**src/rtl/usb_tx_pkt_ctrl.sv**
```systemverilog
// usb_tx_pkt_ctrl
// Packet sequencer for the USB low-speed transmit path. It frames one packet
// and streams it to the serial sender. A packet is the PID byte, then an
// optional payload read from an external byte buffer, then the CRC16 of that
// payload. After the last byte it waits for the sender to finish EOP, and it
// holds an inter-packet gap before it pulses done.
//
// Parameters
//   IDLE_GAP   clk cycles spent in the gap after the sender releases the bus
//   MAX_LEN    maximum payload bytes; larger len requests are clamped
//
// Ports
//   clk        in   system clock
//   reset      in   synchronous, active-high
//   start      in   packet request, accepted only while idle
//   pid        in   [3:0] packet ID nibble
//   has_data   in   1: payload + CRC16 follow the PID, 0: PID byte only
//   len        in   [3:0] payload byte count (ignored when has_data=0)
//   buf_addr   out  [2:0] payload buffer read address
//   buf_rdata  in   [7:0] payload buffer data, valid one cycle after address
//   tx_data    out  [7:0] byte presented to the sender
//   tx_valid   out  high while bytes remain; its fall requests EOP
//   tx_ready   in   one-cycle capture pulse from the sender
//   tx_d_en    in   sender line-drive enable; falls when EOP completes
//   busy       out  high from start acceptance until done
//   done       out  one-cycle pulse at the end of the gap

module usb_tx_pkt_ctrl #(
    parameter int IDLE_GAP = 32,
    parameter int MAX_LEN  = 8
) (
    input  logic       clk,
    input  logic       reset,
    input  logic       start,
    input  logic [3:0] pid,
    input  logic       has_data,
    input  logic [3:0] len,
    output logic [2:0] buf_addr,
    input  logic [7:0] buf_rdata,
    output logic [7:0] tx_data,
    output logic       tx_valid,
    input  logic       tx_ready,
    input  logic       tx_d_en,
    output logic       busy,
    output logic       done
);

    localparam int              GW        = $clog2(IDLE_GAP + 1);
    localparam logic [GW-1:0]   GAP_LAST  = GW'(IDLE_GAP - 1);
    localparam logic [3:0]      MAX_LEN4  = 4'(MAX_LEN);

    typedef enum logic [2:0] {
        IDLE,
        LOAD,
        SEND,
        DRAIN,
        EOPW,
        GAP
    } state_t;

    state_t        state, state_next;

    logic [3:0]    pid_q, pid_next;
    logic          has_data_q, has_data_next;
    logic [3:0]    len_q, len_next;
    logic [3:0]    idx, idx_next;
    logic [15:0]   crc, crc_next;
    logic [7:0]    hold_byte, hold_byte_next;
    logic          hold_full, hold_full_next;
    logic          rd_ok, rd_ok_next;
    logic [2:0]    buf_addr_next;
    logic [7:0]    tx_data_next;
    logic          tx_valid_next;
    logic          busy_next;
    logic          done_next;
    logic [GW-1:0] gap_cnt, gap_cnt_next;
    logic          d_en_q;

    logic [3:0]    last_idx;
    logic [3:0]    fetch_idx;

    // Reflected CRC16 (poly 0xA001), one byte folded in LSB first.
    function automatic logic [15:0] crc16_byte(input logic [15:0] c_in,
                                               input logic [7:0]  d);
        logic [15:0] c;
        c = c_in ^ {8'h00, d};
        for (int i = 0; i < 8; i++) begin
            c = c[0] ? ((c >> 1) ^ 16'hA001) : (c >> 1);
        end
        return c;
    endfunction

    // Index of the final byte: 0 for PID-only packets, else PID + L + 2 CRC bytes.
    assign last_idx  = has_data_q ? (len_q + 4'd2) : 4'd0;
    assign fetch_idx = idx + 4'd1;

    always_ff @(posedge clk) begin
        if (reset) begin
            state <= IDLE;
        end else begin
            state <= state_next;
        end
    end

    always_comb begin
        state_next     = state;
        pid_next       = pid_q;
        has_data_next  = has_data_q;
        len_next       = len_q;
        idx_next       = idx;
        crc_next       = crc;
        hold_byte_next = hold_byte;
        hold_full_next = hold_full;
        // buf_rdata matches buf_addr once the address has been stable a cycle.
        rd_ok_next     = 1'b1;
        buf_addr_next  = buf_addr;
        tx_data_next   = tx_data;
        tx_valid_next  = tx_valid;
        busy_next      = busy;
        done_next      = 1'b0;
        gap_cnt_next   = gap_cnt;

        unique case (state)
            IDLE: begin
                if (start) begin
                    pid_next       = pid;
                    has_data_next  = has_data;
                    len_next       = (len > MAX_LEN4) ? MAX_LEN4 : len;
                    idx_next       = 4'd0;
                    crc_next       = 16'hFFFF;
                    hold_full_next = 1'b0;
                    buf_addr_next  = 3'd0;
                    rd_ok_next     = 1'b0;
                    busy_next      = 1'b1;
                    state_next     = LOAD;
                end
            end

            LOAD: begin
                tx_data_next  = {~pid_q, pid_q};
                tx_valid_next = 1'b1;
                state_next    = SEND;
            end

            SEND: begin
                if (tx_ready) begin
                    if (idx == last_idx) begin
                        state_next = DRAIN;
                    end else begin
                        tx_data_next   = hold_byte;
                        idx_next       = fetch_idx;
                        hold_full_next = 1'b0;
                    end
                end else if (!hold_full && (fetch_idx <= last_idx)) begin
                    // Prefetch the byte after the one the sender is shifting.
                    // CRC bytes are only fetched after the last payload byte
                    // has been folded into crc, so crc is final by then.
                    if (fetch_idx <= len_q) begin
                        if (rd_ok) begin
                            hold_byte_next = buf_rdata;
                            crc_next       = crc16_byte(crc, buf_rdata);
                            hold_full_next = 1'b1;
                            if (fetch_idx < len_q) begin
                                buf_addr_next = buf_addr + 3'd1;
                                rd_ok_next    = 1'b0;
                            end
                        end
                    end else if (fetch_idx == (len_q + 4'd1)) begin
                        hold_byte_next = ~crc[7:0];
                        hold_full_next = 1'b1;
                    end else begin
                        hold_byte_next = ~crc[15:8];
                        hold_full_next = 1'b1;
                    end
                end
            end

            DRAIN: begin
                // The ready here marks the end of the final byte on the wire.
                if (tx_ready) begin
                    tx_valid_next = 1'b0;
                    state_next    = EOPW;
                end
            end

            EOPW: begin
                if (d_en_q && !tx_d_en) begin
                    gap_cnt_next = '0;
                    state_next   = GAP;
                end
            end

            GAP: begin
                if (gap_cnt == GAP_LAST) begin
                    done_next  = 1'b1;
                    busy_next  = 1'b0;
                    state_next = IDLE;
                end else begin
                    gap_cnt_next = gap_cnt + 1'b1;
                end
            end

            default: begin
                state_next = IDLE;
            end
        endcase
    end

    always_ff @(posedge clk) begin
        if (reset) begin
            pid_q      <= 4'd0;
            has_data_q <= 1'b0;
            len_q      <= 4'd0;
            idx        <= 4'd0;
            crc        <= 16'hFFFF;
            hold_byte  <= 8'h00;
            hold_full  <= 1'b0;
            rd_ok      <= 1'b0;
            buf_addr   <= 3'd0;
            tx_data    <= 8'h00;
            tx_valid   <= 1'b0;
            busy       <= 1'b0;
            done       <= 1'b0;
            gap_cnt    <= '0;
            d_en_q     <= 1'b0;
        end else begin
            pid_q      <= pid_next;
            has_data_q <= has_data_next;
            len_q      <= len_next;
            idx        <= idx_next;
            crc        <= crc_next;
            hold_byte  <= hold_byte_next;
            hold_full  <= hold_full_next;
            rd_ok      <= rd_ok_next;
            buf_addr   <= buf_addr_next;
            tx_data    <= tx_data_next;
            tx_valid   <= tx_valid_next;
            busy       <= busy_next;
            done       <= done_next;
            gap_cnt    <= gap_cnt_next;
            d_en_q     <= tx_d_en;
        end
    end

endmodule

```
**config.mk**
```make
export PLATFORM = sky130hd
export DESIGN_NAME = usb_tx_pkt_ctrl
export DESIGN_NICKNAME = d
export VERILOG_FILES = /design/src/rtl/usb_tx_pkt_ctrl.sv
export SDC_FILE = /design/constraint.sdc
export NUM_CORES = 1
export LEC_CHECK = 0
export ABC_AREA = 1
export BUFFER_PORTS_ARGS = -buffer_cell sky130_fd_sc_hd__buf_2
export CAP_MARGIN = 10
export CORE_ASPECT_RATIO = 1.75
export CORE_MARGIN = 5
export CORE_UTILIZATION = 35
export CTS_CLUSTER_SIZE = 20
export DETAILED_ROUTE_END_ITERATION = 10
export PLACE_DENSITY = 0.6
export SLEW_MARGIN = 20
export SYNTH_ARGS = -nofsm -noshare
export SYNTH_HDL_FRONTEND = slang
export SYNTH_SLANG_ARGS = --single-unit
```
**constraint.sdc**
```tcl
create_clock -name clk -period 3.5 [get_ports clk]
set_input_delay 0.175 -clock clk [delete_from_list [all_inputs] [get_ports clk]]
set_output_delay 0.175 -clock clk [all_outputs]
set_load 0.005 [all_outputs]
```
==> impl_metrics.yaml <==
status:
  status: "completed"
clocking:
  clock_latency_ns: 0.33
  cts.root.buffer_cell: "clkbuf_16"
  ctsHtreeMaxLevel: 3
  cts_made_buffers: 9
  postCtsSetupBuffers: 0
  clk_pin_slew_ns: 0.05
  post_cts_resized: 0
  cts_buffer_depth: 2
  ctsHoldBuffers: 0
  cts_tree: "built"
  numClockSinks: 63
pwr:
  switchingPower_mw: 1.53
  p_int_mw: 2.05
  vdd_drop_max_mv: 0.365
  clkPwrFrac_pct: 25.5
  sequentialPowerShare_pct: 30.5
  p_per_area_nw_per_um2: 887
  sw_frac_of_total_pct: 42.8
  power_frac_comb_pct: 44.0
  leakage_nw: 1.94
layout:
  multi_input_area_sq_um: 1910
  syn2layout_area_growth_pct: 16.8
  layout_commonest_cell: "nand2_1"
  final_core_util_pct: 41.3
  register_area_sq_um: 1260
  fin_nets: 568
  fill_cells: 1042
  drive_above_1_share_pct: 13.0
  antenna_cells: 0
  layout_common_cells: "115 x nand2_1, 63 x dfxtp_1, 52 x inv_1, 52 x a21oi_1, 49 x o21ai_0"
  fin_cells: 663
place:
  dp_cells: 647
  place_hpwl_um: 7200
  io_buffers: 35
  place.gp.congestion: 0.833
job:
  cap_viol_max_count: 0
yosys:
  yosysWarnings: 0
  yosysTopAreaCellShare_pct: 36.4
  synth_edf_count: 0
  synth_top_flop_cell: "dfxtp_1"
  ys_ff_latch: 63
  ys_top_cells_by_area: "dfxtp_1 36%, nand2_1 12%, a21oi_1 7.5%, o21ai_0 7.1%, inv_1 5.6%"
  syn_area_sq_um: 3460
  synth_area_per_cell_sq_um: 6.94
  yosysSeqAreaShare_pct: 36.4
  yosysTopAreaCell: "dfxtp_1"
  synth_cells: 499
  synthDistinctLibCells: 38
  synthesis.nets: 534
  synthArstFlopShare_pct: 0
drt:
  firstDrtPassIters: 4
  drt-total-wl_um: 9320
  drc: 0
  via_per_inst: 5.09
  vias: 3374
  ant_nets: 0
  drt_iter0_drc: 138
  wl_per_cell_um: 14.1
global_route:
  grt_pass1_vias: 3349
  antenna_found_initial: 0
  track_usage_pct: 16.2
  grt_pass1_wl_um: 15300
  overflow: 0
  grt_max_degree: 27
timing:
  setup-violations-final: 0
  hold_viol_final: 0
  fin_tns_setup_ns: 0
  fin_worst_skew_ns: 0.00434
  rsz0062_at_grt: "no"
  drv_slew: 0
  timing.final.crit_share_pct: 84.4
  fmax_mhz: 339
  tightest_slew_ns: 0.560
  max-slew-margin-rel_pct: 62.6
  post-route-min-period_ns: 2.95
setup_path:
  crit_type: "flop to flop"
  start_kind: "flop"
  crit_fanout: 14
  cp_common_cell: "nor2_1"
  crit_chain: "ha_1 > ha_1 > inv_1 > nor2_1 > nor2_1 > o21ai_2 > nand2_2 > inv_1 > o21ai_1 > nor2_1 > inv_2 > a21oi_1 > a21oi_1"
  arrival_ns: 3.17
  cpMaxStageDelayCell: "dfxtp_1"
  r2r_cells: 13
  critPathLaunch: "idx[0]"
  crit_end: "hold_byte[5]"
  r2r-start: "idx[0]"
  cp.required_ns: 3.72
  critPathCaptureType: "flop"
  slowest_delay_ns: 0.44
  rrSetupSlack_ns: 0.55
  r2r_end: "hold_byte[5]"
floorplan:
  io_pins: 36
  die_height_um: 142
  row_count: 48
  die_w_um: 85.2
  die_area_sq_um: 12100
  coreArea_sq_um: 9790
  start_util_pct: 35.4
worst_hold_path:
  hold_path_class: "input port to flop"
==> flip-flops by register name, summed over array words and instances, names as in the netlist <==
name,flops
idx,4
tx_valid,1
d_en_q,1
rd_ok,1
buf_addr,3
has_data_q,1
done,1
gap_cnt,6
pid_q,4
hold_full,1
hold_byte,8
busy,1
crc,16
tx_data,8
state,3
len_q,4
==> synthesized netlist by cell type (2+ instances only) <==
cell      instances
inv_1            52
dfxtp_1          63
nand2_1         115
inv_2             3
buf_2             3
nand4_1           4
nand3_1          35
xor2_1            3
a211oi_1          5
nor2_2            2
clkinv_1          2
nor2_1           41
nor3_1            2
o211ai_1          9
o211a_1           5
a21oi_1          52
nor3b_1           3
xnor2_1           6
ha_1             13
o21ai_1           3
a21oi_2           3
clkbuf_1          7
nand2_2           3
o21ai_0          49
buf_4             3
==> layer usage <==
layer / vias up / GRT usage [%] / routed length [um]
li1: 1728 / - / -
met1: 1558 / 15.5 / 3510
met2: 64 / 31.3 / 5090
met3: 24 / 3.54 / 382
met4: 0 / 8.34 / 336
met5: - / 0 / 0
==> power groups by stage <==
stage / Clock [mW] / Sequential, mW / Combinational (mW)
floorplan: 0 / 1.06 / 1.26
global placement: 0 / 1.10 / 1.55
detailed placement: 0 / 1.10 / 1.58
CTS: 0.934 / 1.09 / 1.59
global route: 0.963 / 1.12 / 1.84
finish: 0.915 / 1.09 / 1.58
==> layout make-up <==
class,instances,area share [%]
inverter,57,5.29
tap,125,3.87
clock buffer,12,6.34
multi-input combinational,365,47.3
clock inverter,4,1.33
sequential,63,31.2
timing repair buffer,37,4.70
==> cells by family (layout without fill, tap and decap cells) <==
kind of cell    count (synthesis)  after routing  share of synthesized area, %
simple gates                  209            209                          25.4
xor+xnor                       11             11                          3.22
compound gates                132            132                          21.9
buf+inv                        71            110                          8.35
flops                          63             63                          36.4
fa+ha+maj                      13             13                          4.70
==> through the flow <==
step                hold WS, ns  power (mW)  setup WS (ns)  area, sq um
floorplan                 0.253        2.32           1.25         3460
global placement          0.408        2.65          0.599         3730
detailed placement        0.412        2.69          0.571         3730
CTS                      0.0673        3.62          0.545         4040
global route             0.0811        3.92          0.263         4040
finish                   0.0718        3.59          0.547         4040
==> worst max-delay path: cells and delay by family (launching register included) <==
family          cells  cell delay (ns)
fa+ha+maj           2             0.67
compound gates      4             0.51
simple gates        4             0.79
flops               1             0.44
buf+inv             3             0.43
==> how the worst min path moves through the flow <==
stage               cells past startpoint          to     start
global route                            3    pid_q[1]    pid[1]
finish                                  3  has_data_q  has_data
global placement                        3  has_data_q  has_data
detailed placement                      3      d_en_q   tx_d_en
CTS                                     3    pid_q[1]    pid[1]
floorplan                               1    len_q[3]     reset
Power figures use the tool's default switching activity.
